$ cat src/rtl/spi_cmd_arbiter_if.sv
// Bundle of requester, SPI-master and status signals around the SPI command arbiter.
// The arbiter connects through the slave modport; the environment drives through master.
interface spi_cmd_arbiter_if #(
    parameter int CMD_W = 48
);
    logic             spi_initdone_i;
    logic             spi_initreq_i;
    logic [CMD_W-1:0] spi_datainit_i;
    logic [7:0]       spi_statusreginit_i;
    logic             spi_microreq_i;
    logic [CMD_W-1:0] spi_datamicro_i;
    logic [7:0]       spi_statusregmicro_i;
    logic [2:0]       spi_flagreg_i;
    logic [7:0]       R1;
    logic [CMD_W-1:0] spi_data_o;
    logic [7:0]       spi_statusreg_o;
    logic             spi_start_o;
    logic             spi_initgnt_o;
    logic             spi_micrognt_o;
    logic             spi_initack_o;
    logic             spi_microack_o;
    logic [7:0]       spi_r1_o;
    logic             spi_err_o;
    logic             spi_timeout_o;
    logic             spi_busy_o;

    modport slave (
        input  spi_initdone_i, spi_initreq_i, spi_datainit_i, spi_statusreginit_i,
        input  spi_microreq_i, spi_datamicro_i, spi_statusregmicro_i, spi_flagreg_i, R1,
        output spi_data_o, spi_statusreg_o, spi_start_o, spi_initgnt_o, spi_micrognt_o,
        output spi_initack_o, spi_microack_o, spi_r1_o, spi_err_o, spi_timeout_o, spi_busy_o
    );

    modport master (
        output spi_initdone_i, spi_initreq_i, spi_datainit_i, spi_statusreginit_i,
        output spi_microreq_i, spi_datamicro_i, spi_statusregmicro_i, spi_flagreg_i, R1,
        input  spi_data_o, spi_statusreg_o, spi_start_o, spi_initgnt_o, spi_micrognt_o,
        input  spi_initack_o, spi_microack_o, spi_r1_o, spi_err_o, spi_timeout_o, spi_busy_o
    );
endinterface

$ cat src/rtl/spi_cmd_arbiter.sv
// Shares one SPI command master between the SD init sequencer (priority) and the boot
// micro; issues the frame, waits for done/error/timeout and returns R1 with an ack.
module spi_cmd_arbiter #(
    parameter int CMD_W       = 48,
    parameter int TIMEOUT_CYC = 1024,
    parameter int CNT_W       = 10
) (
    input  logic              spi_clk_i,
    input  logic              spi_rst_i,
    spi_cmd_arbiter_if.slave  bus
);

    typedef enum logic [1:0] {
        ST_IDLE    = 2'd0,
        ST_ISSUE   = 2'd1,
        ST_WAIT    = 2'd2,
        ST_RELEASE = 2'd3
    } state_t;

    localparam logic [CNT_W-1:0] CNT_LAST = CNT_W'(TIMEOUT_CYC - 1);

    state_t           state_q,   state_d;
    logic [CNT_W-1:0] cnt_q,     cnt_d;
    logic [CMD_W-1:0] data_q,    data_d;
    logic [7:0]       status_q,  status_d;
    logic             start_q,   start_d;
    logic             initgnt_q, initgnt_d;
    logic             microgt_q, microgt_d;
    logic             initack_q, initack_d;
    logic             microak_q, microak_d;
    logic [7:0]       r1_q,      r1_d;
    logic             err_q,     err_d;
    logic             tmo_q,     tmo_d;
    logic             busy_q,    busy_d;

    logic busy_flag_s;
    logic done_flag_s;
    logic error_flag_s;

    assign busy_flag_s  = bus.spi_flagreg_i[0];
    assign done_flag_s  = bus.spi_flagreg_i[1];
    assign error_flag_s = bus.spi_flagreg_i[2];

    // Next-state and next-output computation; ack/err/timeout/start default to a single pulse.
    always_comb begin
        state_d   = state_q;
        cnt_d     = cnt_q;
        data_d    = data_q;
        status_d  = status_q;
        start_d   = 1'b0;
        initgnt_d = initgnt_q;
        microgt_d = microgt_q;
        initack_d = 1'b0;
        microak_d = 1'b0;
        r1_d      = r1_q;
        err_d     = 1'b0;
        tmo_d     = 1'b0;
        case (state_q)
            ST_IDLE: begin
                if (bus.spi_initreq_i) begin
                    state_d   = ST_ISSUE;
                    data_d    = bus.spi_datainit_i;
                    status_d  = bus.spi_statusreginit_i;
                    start_d   = 1'b1;
                    initgnt_d = 1'b1;
                    microgt_d = 1'b0;
                    cnt_d     = {CNT_W{1'b0}};
                end else if (bus.spi_microreq_i && bus.spi_initdone_i) begin
                    state_d   = ST_ISSUE;
                    data_d    = bus.spi_datamicro_i;
                    status_d  = bus.spi_statusregmicro_i;
                    start_d   = 1'b1;
                    initgnt_d = 1'b0;
                    microgt_d = 1'b1;
                    cnt_d     = {CNT_W{1'b0}};
                end else begin
                    state_d = ST_IDLE;
                end
            end
            ST_ISSUE: begin
                state_d = ST_WAIT;
                cnt_d   = {CNT_W{1'b0}};
            end
            ST_WAIT: begin
                // Completion priority: done, then error, then timeout.
                if (done_flag_s || error_flag_s || (cnt_q == CNT_LAST)) begin
                    state_d   = ST_RELEASE;
                    initack_d = initgnt_q;
                    microak_d = microgt_q;
                    initgnt_d = 1'b0;
                    microgt_d = 1'b0;
                    if (done_flag_s) begin
                        r1_d = bus.R1;
                    end else if (error_flag_s) begin
                        r1_d  = bus.R1;
                        err_d = 1'b1;
                    end else begin
                        r1_d  = 8'hFF;
                        tmo_d = 1'b1;
                    end
                end else begin
                    cnt_d = cnt_q + CNT_W'(1);
                end
            end
            ST_RELEASE: begin
                // Hold off until the master drops busy/done so a stale done cannot complete the next command.
                if (!busy_flag_s && !done_flag_s) begin
                    state_d = ST_IDLE;
                end else begin
                    state_d = ST_RELEASE;
                end
            end
            default: begin
                state_d = ST_IDLE;
            end
        endcase
        busy_d = (state_d != ST_IDLE);
    end

    // State and registered-output flops with synchronous reset.
    always_ff @(posedge spi_clk_i) begin
        if (spi_rst_i) begin
            state_q   <= ST_IDLE;
            cnt_q     <= {CNT_W{1'b0}};
            data_q    <= {CMD_W{1'b0}};
            status_q  <= 8'h00;
            start_q   <= 1'b0;
            initgnt_q <= 1'b0;
            microgt_q <= 1'b0;
            initack_q <= 1'b0;
            microak_q <= 1'b0;
            r1_q      <= 8'h00;
            err_q     <= 1'b0;
            tmo_q     <= 1'b0;
            busy_q    <= 1'b0;
        end else begin
            state_q   <= state_d;
            cnt_q     <= cnt_d;
            data_q    <= data_d;
            status_q  <= status_d;
            start_q   <= start_d;
            initgnt_q <= initgnt_d;
            microgt_q <= microgt_d;
            initack_q <= initack_d;
            microak_q <= microak_d;
            r1_q      <= r1_d;
            err_q     <= err_d;
            tmo_q     <= tmo_d;
            busy_q    <= busy_d;
        end
    end

    assign bus.spi_data_o      = data_q;
    assign bus.spi_statusreg_o = status_q;
    assign bus.spi_start_o     = start_q;
    assign bus.spi_initgnt_o   = initgnt_q;
    assign bus.spi_micrognt_o  = microgt_q;
    assign bus.spi_initack_o   = initack_q;
    assign bus.spi_microack_o  = microak_q;
    assign bus.spi_r1_o        = r1_q;
    assign bus.spi_err_o       = err_q;
    assign bus.spi_timeout_o   = tmo_q;
    assign bus.spi_busy_o      = busy_q;

endmodule

$ cat src/flat_wrapper.sv
// flat-port wrapper written by rule: the top's interface ports become plain ports
module spi_cmd_arbiter_flat 
#(
    parameter int CMD_W       = 48,
    parameter int TIMEOUT_CYC = 1024,
    parameter int CNT_W       = 10
)
  (spi_clk_i, spi_rst_i, bus_spi_initdone_i, bus_spi_initreq_i, bus_spi_datainit_i, bus_spi_statusreginit_i, bus_spi_microreq_i, bus_spi_datamicro_i, bus_spi_statusregmicro_i, bus_spi_flagreg_i, bus_R1, bus_spi_data_o, bus_spi_statusreg_o, bus_spi_start_o, bus_spi_initgnt_o, bus_spi_micrognt_o, bus_spi_initack_o, bus_spi_microack_o, bus_spi_r1_o, bus_spi_err_o, bus_spi_timeout_o, bus_spi_busy_o);
  spi_cmd_arbiter_if #(.CMD_W(CMD_W)) bus_i ();
  input  logic spi_clk_i;
  input  logic spi_rst_i;
  input wire logic [$bits(bus_i.spi_initdone_i)-1:0] bus_spi_initdone_i;
  input wire logic [$bits(bus_i.spi_initreq_i)-1:0] bus_spi_initreq_i;
  input wire logic [$bits(bus_i.spi_datainit_i)-1:0] bus_spi_datainit_i;
  input wire logic [$bits(bus_i.spi_statusreginit_i)-1:0] bus_spi_statusreginit_i;
  input wire logic [$bits(bus_i.spi_microreq_i)-1:0] bus_spi_microreq_i;
  input wire logic [$bits(bus_i.spi_datamicro_i)-1:0] bus_spi_datamicro_i;
  input wire logic [$bits(bus_i.spi_statusregmicro_i)-1:0] bus_spi_statusregmicro_i;
  input wire logic [$bits(bus_i.spi_flagreg_i)-1:0] bus_spi_flagreg_i;
  input wire logic [$bits(bus_i.R1)-1:0] bus_R1;
  output wire logic [$bits(bus_i.spi_data_o)-1:0] bus_spi_data_o;
  output wire logic [$bits(bus_i.spi_statusreg_o)-1:0] bus_spi_statusreg_o;
  output wire logic [$bits(bus_i.spi_start_o)-1:0] bus_spi_start_o;
  output wire logic [$bits(bus_i.spi_initgnt_o)-1:0] bus_spi_initgnt_o;
  output wire logic [$bits(bus_i.spi_micrognt_o)-1:0] bus_spi_micrognt_o;
  output wire logic [$bits(bus_i.spi_initack_o)-1:0] bus_spi_initack_o;
  output wire logic [$bits(bus_i.spi_microack_o)-1:0] bus_spi_microack_o;
  output wire logic [$bits(bus_i.spi_r1_o)-1:0] bus_spi_r1_o;
  output wire logic [$bits(bus_i.spi_err_o)-1:0] bus_spi_err_o;
  output wire logic [$bits(bus_i.spi_timeout_o)-1:0] bus_spi_timeout_o;
  output wire logic [$bits(bus_i.spi_busy_o)-1:0] bus_spi_busy_o;
  assign bus_i.spi_initdone_i = bus_spi_initdone_i;
  assign bus_i.spi_initreq_i = bus_spi_initreq_i;
  assign bus_i.spi_datainit_i = bus_spi_datainit_i;
  assign bus_i.spi_statusreginit_i = bus_spi_statusreginit_i;
  assign bus_i.spi_microreq_i = bus_spi_microreq_i;
  assign bus_i.spi_datamicro_i = bus_spi_datamicro_i;
  assign bus_i.spi_statusregmicro_i = bus_spi_statusregmicro_i;
  assign bus_i.spi_flagreg_i = bus_spi_flagreg_i;
  assign bus_i.R1 = bus_R1;
  assign bus_spi_data_o = bus_i.spi_data_o;
  assign bus_spi_statusreg_o = bus_i.spi_statusreg_o;
  assign bus_spi_start_o = bus_i.spi_start_o;
  assign bus_spi_initgnt_o = bus_i.spi_initgnt_o;
  assign bus_spi_micrognt_o = bus_i.spi_micrognt_o;
  assign bus_spi_initack_o = bus_i.spi_initack_o;
  assign bus_spi_microack_o = bus_i.spi_microack_o;
  assign bus_spi_r1_o = bus_i.spi_r1_o;
  assign bus_spi_err_o = bus_i.spi_err_o;
  assign bus_spi_timeout_o = bus_i.spi_timeout_o;
  assign bus_spi_busy_o = bus_i.spi_busy_o;
  spi_cmd_arbiter #(.CMD_W(CMD_W), .TIMEOUT_CYC(TIMEOUT_CYC), .CNT_W(CNT_W)) u_core (.spi_clk_i(spi_clk_i), .spi_rst_i(spi_rst_i), .bus(bus_i));
endmodule
$ cat config.mk
export PLATFORM = sky130hd
export DESIGN_NAME = spi_cmd_arbiter_flat
export DESIGN_NICKNAME = d
export VERILOG_FILES = /design/src/rtl/spi_cmd_arbiter_if.sv /design/src/rtl/spi_cmd_arbiter.sv /design/src/flat_wrapper.sv
export SDC_FILE = /design/constraint.sdc
export NUM_CORES = 1
export LEC_CHECK = 0
export ABC_AREA = 1
export CAP_MARGIN = 0
export CELL_PAD_IN_SITES_DETAIL_PLACEMENT = 0
export CELL_PAD_IN_SITES_GLOBAL_PLACEMENT = 2
export CORE_UTILIZATION = 21
export CTS_CLUSTER_DIAMETER = 80
export DETAILED_ROUTE_END_ITERATION = 8
export PLACE_DENSITY_LB_ADDON = 0.1
export RECOVER_POWER = 25
export SLEW_MARGIN = 10
export SYNTH_ARGS = -nofsm -noshare
export SYNTH_HDL_FRONTEND = slang
export SYNTH_SLANG_ARGS = --single-unit
$ cat constraint.sdc
create_clock -name spi_clk_i -period 2.71 [get_ports spi_clk_i]
set_clock_uncertainty 0.15 [all_clocks]
set_input_delay 0.271 -clock spi_clk_i [delete_from_list [all_inputs] [get_ports spi_clk_i]]
set_output_delay 0.271 -clock spi_clk_i [all_outputs]
set_load 0.005 [all_outputs]
==> flow_summary.ini, run 1 <==
[run_status]
status = complete, no violations

[synthesis]
avgSynthCellArea_um2 = 7.20
synth_nets = 637
synth_compound_gate_area_share_pct = 21.1
netlist.area_leader.share_pct = 46.0
synth_top_cell_by_area = dfxtp_1
synthDistinctLibCells = 21
netlist_instances = 508
synth_seq_cells = 84
yosysWarningCount = 0
ys_seq_area_share_pct = 46.0
syn_area_um2 = 3660
synth_top_family_by_area = simple AND/OR/NAND/NOR gates
synthMuxAreaShare_pct = 0
synth-adder-area-share_pct = 0.342
synth_area_leaders = dfxtp_1 (46%), nand2_1 (16%), a31oi_1 (9.6%)
post_synth_xor_area_fraction_pct = 0
yosys.area_share.simple_pct = 24.9

[detailed_routing]
ant_nets = 0
wl_per_cell_um = 14.3
first_pass_iters = 4
vias = 3939
viasPerCell = 4.32
wirelength_um = 13100
drtIter0Drc = 161
drc = 0

[worst_setup_path]
critical_path.startpoint = u_core.cnt_q[0]
reg2reg_slack_ns = 0.85
critPathTopFamily = simple AND/OR/NAND/NOR gates
worst_ep_required_time_ns = 2.85
cp-start-kind = register
cp_slowest_cell = dfxtp_1
cp_max_fo = 18
crit_cells = 11
path_cells = ha_1 -> nand2_1 -> nor2_1 -> nand3_1 -> nand2_2 -> nand2_4 -> inv_2 -> nand2_1 -> nor2_1 -> nand2_1 -> inv_1
r2r-start = u_core.cnt_q[0]
crit_type = reg -> reg
rr_endpoint = u_core.bus.spi_err_o
cp_common_cell = nand2_1
cp_num_buf_inv = 2
critPathMaxStageDelay_ns = 0.37
crit_arrival_ns = 1.99
ff2ff_path_depth = 11
end_kind = register

[layout]
drive_above_1_share_pct = 4.19
final_nets = 817
seqCellArea_um2 = 1680
areaGrowthSynthToFinish_pct = 65.7
multiInputGateArea_um2 = 1690
num_antenna_cells = 0
fillCellCount = 1793

[timing]
final.setup.tns_ns = 0
period_share_pct = 68.5
hold_viol_final = 0
fmax_ghz = 0.539
setup_viol = 0
tightest_slew_ns = 0.653
period_needed_ns = 1.86
report.final.slew_viol_count = 0
rsz0062_at_grt = false
maxSlewHeadroom_pct = 56.4

[die]
num_rows = 47
dieHeight_um = 134
initial_core_util_pct = 21.8
die_area_um2 = 18000
io_pins = 200
core_area_um2 = 16800
dieWidth_um = 134

[worst_hold_path]
hold_start = bus_spi_initreq_i
min_path_type = in -> reg
whs_endpoint = u_core.bus.spi_micrognt_o
whs_path_depth = 4

[global_route]
grtUsageTotal_pct = 15.2
grt_pass1_vias = 4013
grt.overflow.total = 0
grt_pass1_wl_um = 21100
antenna_found_initial = 0
grt_max_degree = 113

[clocking]
cts_tree = built
cts_buffers = 9
path_clk_slew_ns = 0.07
cts_resized = 0
cts.sinks = 84
post-cts-setup-buffer-count = 0
ctsRootBufferMaster = clkbuf_16
hold_buffers = 0
cts_max_level = 3
cts_buffer_depth = 2
clk_latency_ns = 0.34

[power_and_ir_drop]
switching_share_pct = 27.7
power_density_nw_per_um2 = 581
p_switching_mw = 0.974
seq_power_share_pct = 41.7
p_leak_nw = 2.43
p_int_mw = 2.55
p_comb_share_pct = 25.2
ir_drop_mv = 0.272
total_power_mw = 3.52
pwr-share-clk_pct = 33.0

[flow_run]
maxCapViolations = 0

[place]
detailed_place_hpwl_um = 8960
gp_congestion = 0.722
io_buffers = 199
[cells by family after synthesis]
| family | Yosys count |
|---|---|
| compound gates | 138 |
| fa+ha+maj | 1 |
| buf+inv | 60 |
| flops | 84 |
| simple gates | 225 |
[worst register-to-register path, delay by kind of cell (launching register included)]
family        cells  cell delay (ns)
fa+ha+maj         1             0.24
buf+inv           2             0.25
flops             1             0.37
simple gates      8             0.79
[worst max path at each step]
stage                                   to  slack [ns]
finish                u_core.bus.spi_err_o        0.85
floorplan                  u_core.cnt_q[2]        1.18
CTS                   u_core.bus.spi_err_o        0.83
global route          u_core.bus.spi_err_o        0.66
detailed placement  u_core.bus.spi_r1_o[3]        0.64
global placement      u_core.bus.spi_err_o        0.61
[synth_stat cells]
library cell,n
a21oi_1,10
a31oi_1,56
a31oi_2,1
buf_2,12
buf_4,1
buf_6,5
clkbuf_1,17
dfxtp_1,84
ha_1,1
inv_1,21
inv_2,4
nand2_1,158
nand2_2,3
nand2_4,1
nand3_1,19
nor2_1,31
nor2_4,2
nor3_1,11
o21ai_0,46
o21ai_1,24
o21bai_1,1
[sequential cells by signal, summed over array words and instances, names as in the netlist, 2 cells and up]
name	count
u_core.bus.spi_data_o	48
u_core.bus.spi_r1_o	8
u_core.bus.spi_statusreg_o	8
u_core.cnt_q	10
u_core.state_q	2
[metal layers]
metal	routed length (um)	vias up	GRT usage, %
li1	-	2066	-
met1	5410	1736	17.0
met2	6230	127	25.6
met3	1280	10	6.73
met4	162	0	4.61
met5	0	-	0
[metrics by stage]
| step | setup slack, ns | instance area [um^2] | std cells | utilization (%) | hold WS, ns |
|---|---|---|---|---|---|
| 4_1_cts | 0.827 | 6070 | 912 | 36.1 | 0.101 |
| 6_report | 0.854 | 6060 | 912 | 36.1 | 0.104 |
| 3_3_place_gp | 0.611 | 5800 | 897 | 34.5 | 0.322 |
| 2_1_floorplan | 1.18 | 3660 | 508 | - | 0.190 |
| 3_5_place_dp | 0.643 | 5800 | 897 | 34.5 | 0.312 |
| 5_1_grt | 0.657 | 6060 | 912 | 36.1 | 0.117 |
[layout by cell type, fill, tap and decap left out, drive strengths merged]
cell,netlist,routed
o21ai,70,70
ha,1,1
a21oi,10,10
clkinv,0,2
clkbuf,17,13
dlygate4sd3,0,37
dfxtp,84,84
a31oi,57,57
inv,25,25
nor2,33,33
buf,18,6
o21bai,1,1
nand2,162,162
nand3,19,19
clkdlybuf4s50,0,161
nor3,11,11
[area by class of cell]
class / instances / area share [%]
Clock buffer: 13 / 4.29
Tap cell: 220 / 4.54
Sequential cell: 84 / 27.7
Clock inverter: 2 / 0.165
Inverter: 25 / 1.55
Timing Repair Buffer: 204 / 33.8
Multi-Input combinational cell: 364 / 27.9
[power by group through the flow]
| stage | sequential [mW] | clock (mW) | combinational (mW) |
|---|---|---|---|
| 2_1_floorplan | 1.50 | 0 | 0.379 |
| 3_3_place_gp | 1.50 | 0 | 0.935 |
| 3_5_place_dp | 1.49 | 0 | 0.934 |
| 4_1_cts | 1.47 | 1.22 | 0.938 |
| 5_1_grt | 1.49 | 1.27 | 0.996 |
| 6_report | 1.47 | 1.16 | 0.889 |
Power figures use the tool's default switching activity.
==> run 2, diff against run 1 <==
CORE_UTILIZATION = 18   (was 21)
clock period = 1.65 ns   (was 2.71 ns; I/O delays follow)
==> flow_summary.ini, run 2 (synthesis gave the netlist of run 1 again) <==
[clocking]
path_clk_slew_ns = 0.07
clk_latency_ns = 0.34
cts_max_level = 3
cts.sinks = 84
ctsRootBufferMaster = clkbuf_16
cts_buffer_depth = 2
cts_tree = built
cts_buffers = 9

[layout]
final_common_cell = clkdlybuf4s50_1
final_nets = 848
stdcell_count = 989
num_antenna_cells = 0
largest_reg_flops = 48
drive_above_1_share_pct = 10.6
areaGrowthSynthToFinish_pct = 80.1
final_cell_mix = clkdlybuf4s50_1 (198), nand2_1 (157), dfxtp_1 (81)

[global_route]
antenna_found_initial = 0
grt_pass1_vias = 4309
grt_max_degree = 67
grt_pass1_wl_um = 22400
grtUsageTotal_pct = 14.3
grt.overflow.total = 0

[timing]
period_needed_ns = 1.58
period_share_pct = 95.8
hold_viol_final = 0
report.final.slew_viol_count = 0
setup_viol = 0
final.setup.tns_ns = 0
tightest_slew_ns = 0.385
fin_ws_ns = 0.0686
rsz0062_at_grt = true
fmax_ghz = 0.632
maxSlewHeadroom_pct = 74.3

[place]
gp_congestion = 0.750
dpl_worst_slack_ns = -0.0848
detailed_place_hpwl_um = 10300
io_buffers = 199
dp.cells = 969

[worst_setup_path]
cp_common_cell = nand2_4
r2r-start = u_core.cnt_q[1]
critical_path.startpoint = u_core.cnt_q[1]
path_cells = ha_4 -> nand2_4 -> nor2_4 -> nand3_2 -> nand2_2 -> nand2_4 -> clkbuf_16 -> a21oi_1 -> nor2_1
critPathMaxStageDelay_ns = 0.35
end_kind = register
cp_max_fo = 6
worst_ep_required_time_ns = 1.74
cp-start-kind = register
crit_type = reg -> reg
crit_arrival_ns = 1.67
cp_slowest_cell = dfxtp_2

[power_and_ir_drop]
pwr-share-clk_pct = 34.6
p_comb_share_pct = 27.5
power_density_nw_per_um2 = 970
total_power_mw = 6.39
p_leak_nw = 2.58
switching_share_pct = 27.9
p_int_mw = 4.61
seq_power_share_pct = 37.8
ir_drop_mv = 0.477
p_switching_mw = 1.78

[die]
num_rows = 51
die_area_um2 = 20900
initial_core_util_pct = 18.6
dieWidth_um = 145
core_area_um2 = 19700
io_pins = 200
dieHeight_um = 145

[detailed_routing]
ant_nets = 0
first_pass_iters = 4
vias = 4261
wl_per_cell_um = 15.4
drtIter0Drc = 138
wirelength_um = 15200
viasPerCell = 4.31
drc = 0

[flow_run]
maxCapViolations = 0

[run_status]
status = complete, no violations

[worst_hold_path]
hold_start = bus_spi_initreq_i
min_path_type = in -> reg
## run 2: cell count changes in the layout (fill, tap and decap cells not counted), sizes merged
cell | previous run | this run
clkinv | 2 | 5
clkdlybuf4s50 | 161 | 198
clkinvlp | 0 | 1
inv | 25 | 24
dlygate4sd3 | 37 | 0
bufinv | 0 | 2
clkbuf | 13 | 12
buf | 6 | 34
## run 2: area by class of cell
type                    count  area (um^2)
inverters                  25         98.8
multi-input cells         364         1750
well taps                 265          332
repair buffers            235         2410
clock inverters             7         91.3
fillers                  2063        13100
clock buffers               9          225
flip-flops and latches     84         1690
## run 2: path summary, 6_finish.rpt
kind / slack (ns) / endpoint / cells past startpoint
hold / removal: 0.18 / u_core.bus.spi_initgnt_o / 4
hold reg to reg: 0.32 / u_core.bus.spi_initack_o / 2
setup / recovery: 0.07 / u_core.cnt_q[6] / 9
setup reg to reg: 0.07 / u_core.cnt_q[6] / 9
## run 2: per-stage QoR
| stage | hold WS [ns] | instance area (um^2) | util [%] |
|---|---|---|---|
| finish | 0.182 | 6590 | 33.4 |
| global placement | 0.309 | 6130 | 31.1 |
| floorplan | 0.0841 | 3660 | - |
| detailed placement | 0.313 | 6130 | 31.1 |
| global route | 0.223 | 6590 | 33.4 |
| CTS | 0.189 | 6450 | 32.7 |
## run 2: worst max-delay path: cells and delay by family (launching register included)
family	cells	cell delay, ns
compound gates	1	0.12
fa+ha+maj	1	0.15
buf+inv	1	0.17
flops	1	0.35
simple gates	6	0.53
## run 2: metal layers
metal	GRT usage, %	vias to the layer above	part of all wire (%)
met1	15.4	1980	42
met5	0	-	0
met4	5.43	0	1.9
met3	5.93	18	7.6
li1	-	2132	-
met2	24.8	131	48
## run 2: power by group through the flow
stage          clock (mW)  combinational (mW)  sequential (mW)
6_report             2.21                1.76             2.42
5_1_grt              2.39                1.94             2.45
4_1_cts              2.32                1.69             2.41
3_5_place_dp            0                1.68             2.45
3_3_place_gp            0                1.68             2.45
2_1_floorplan           0               0.623             2.46
## run 2: what timing repair did
action,4_1_cts,5_1_grt
hold buffers,0,0
setup endpoints to repair,2,53
pin swaps,0,6
cloned,0,3
buffers inserted,0,1
resized for setup,1,21
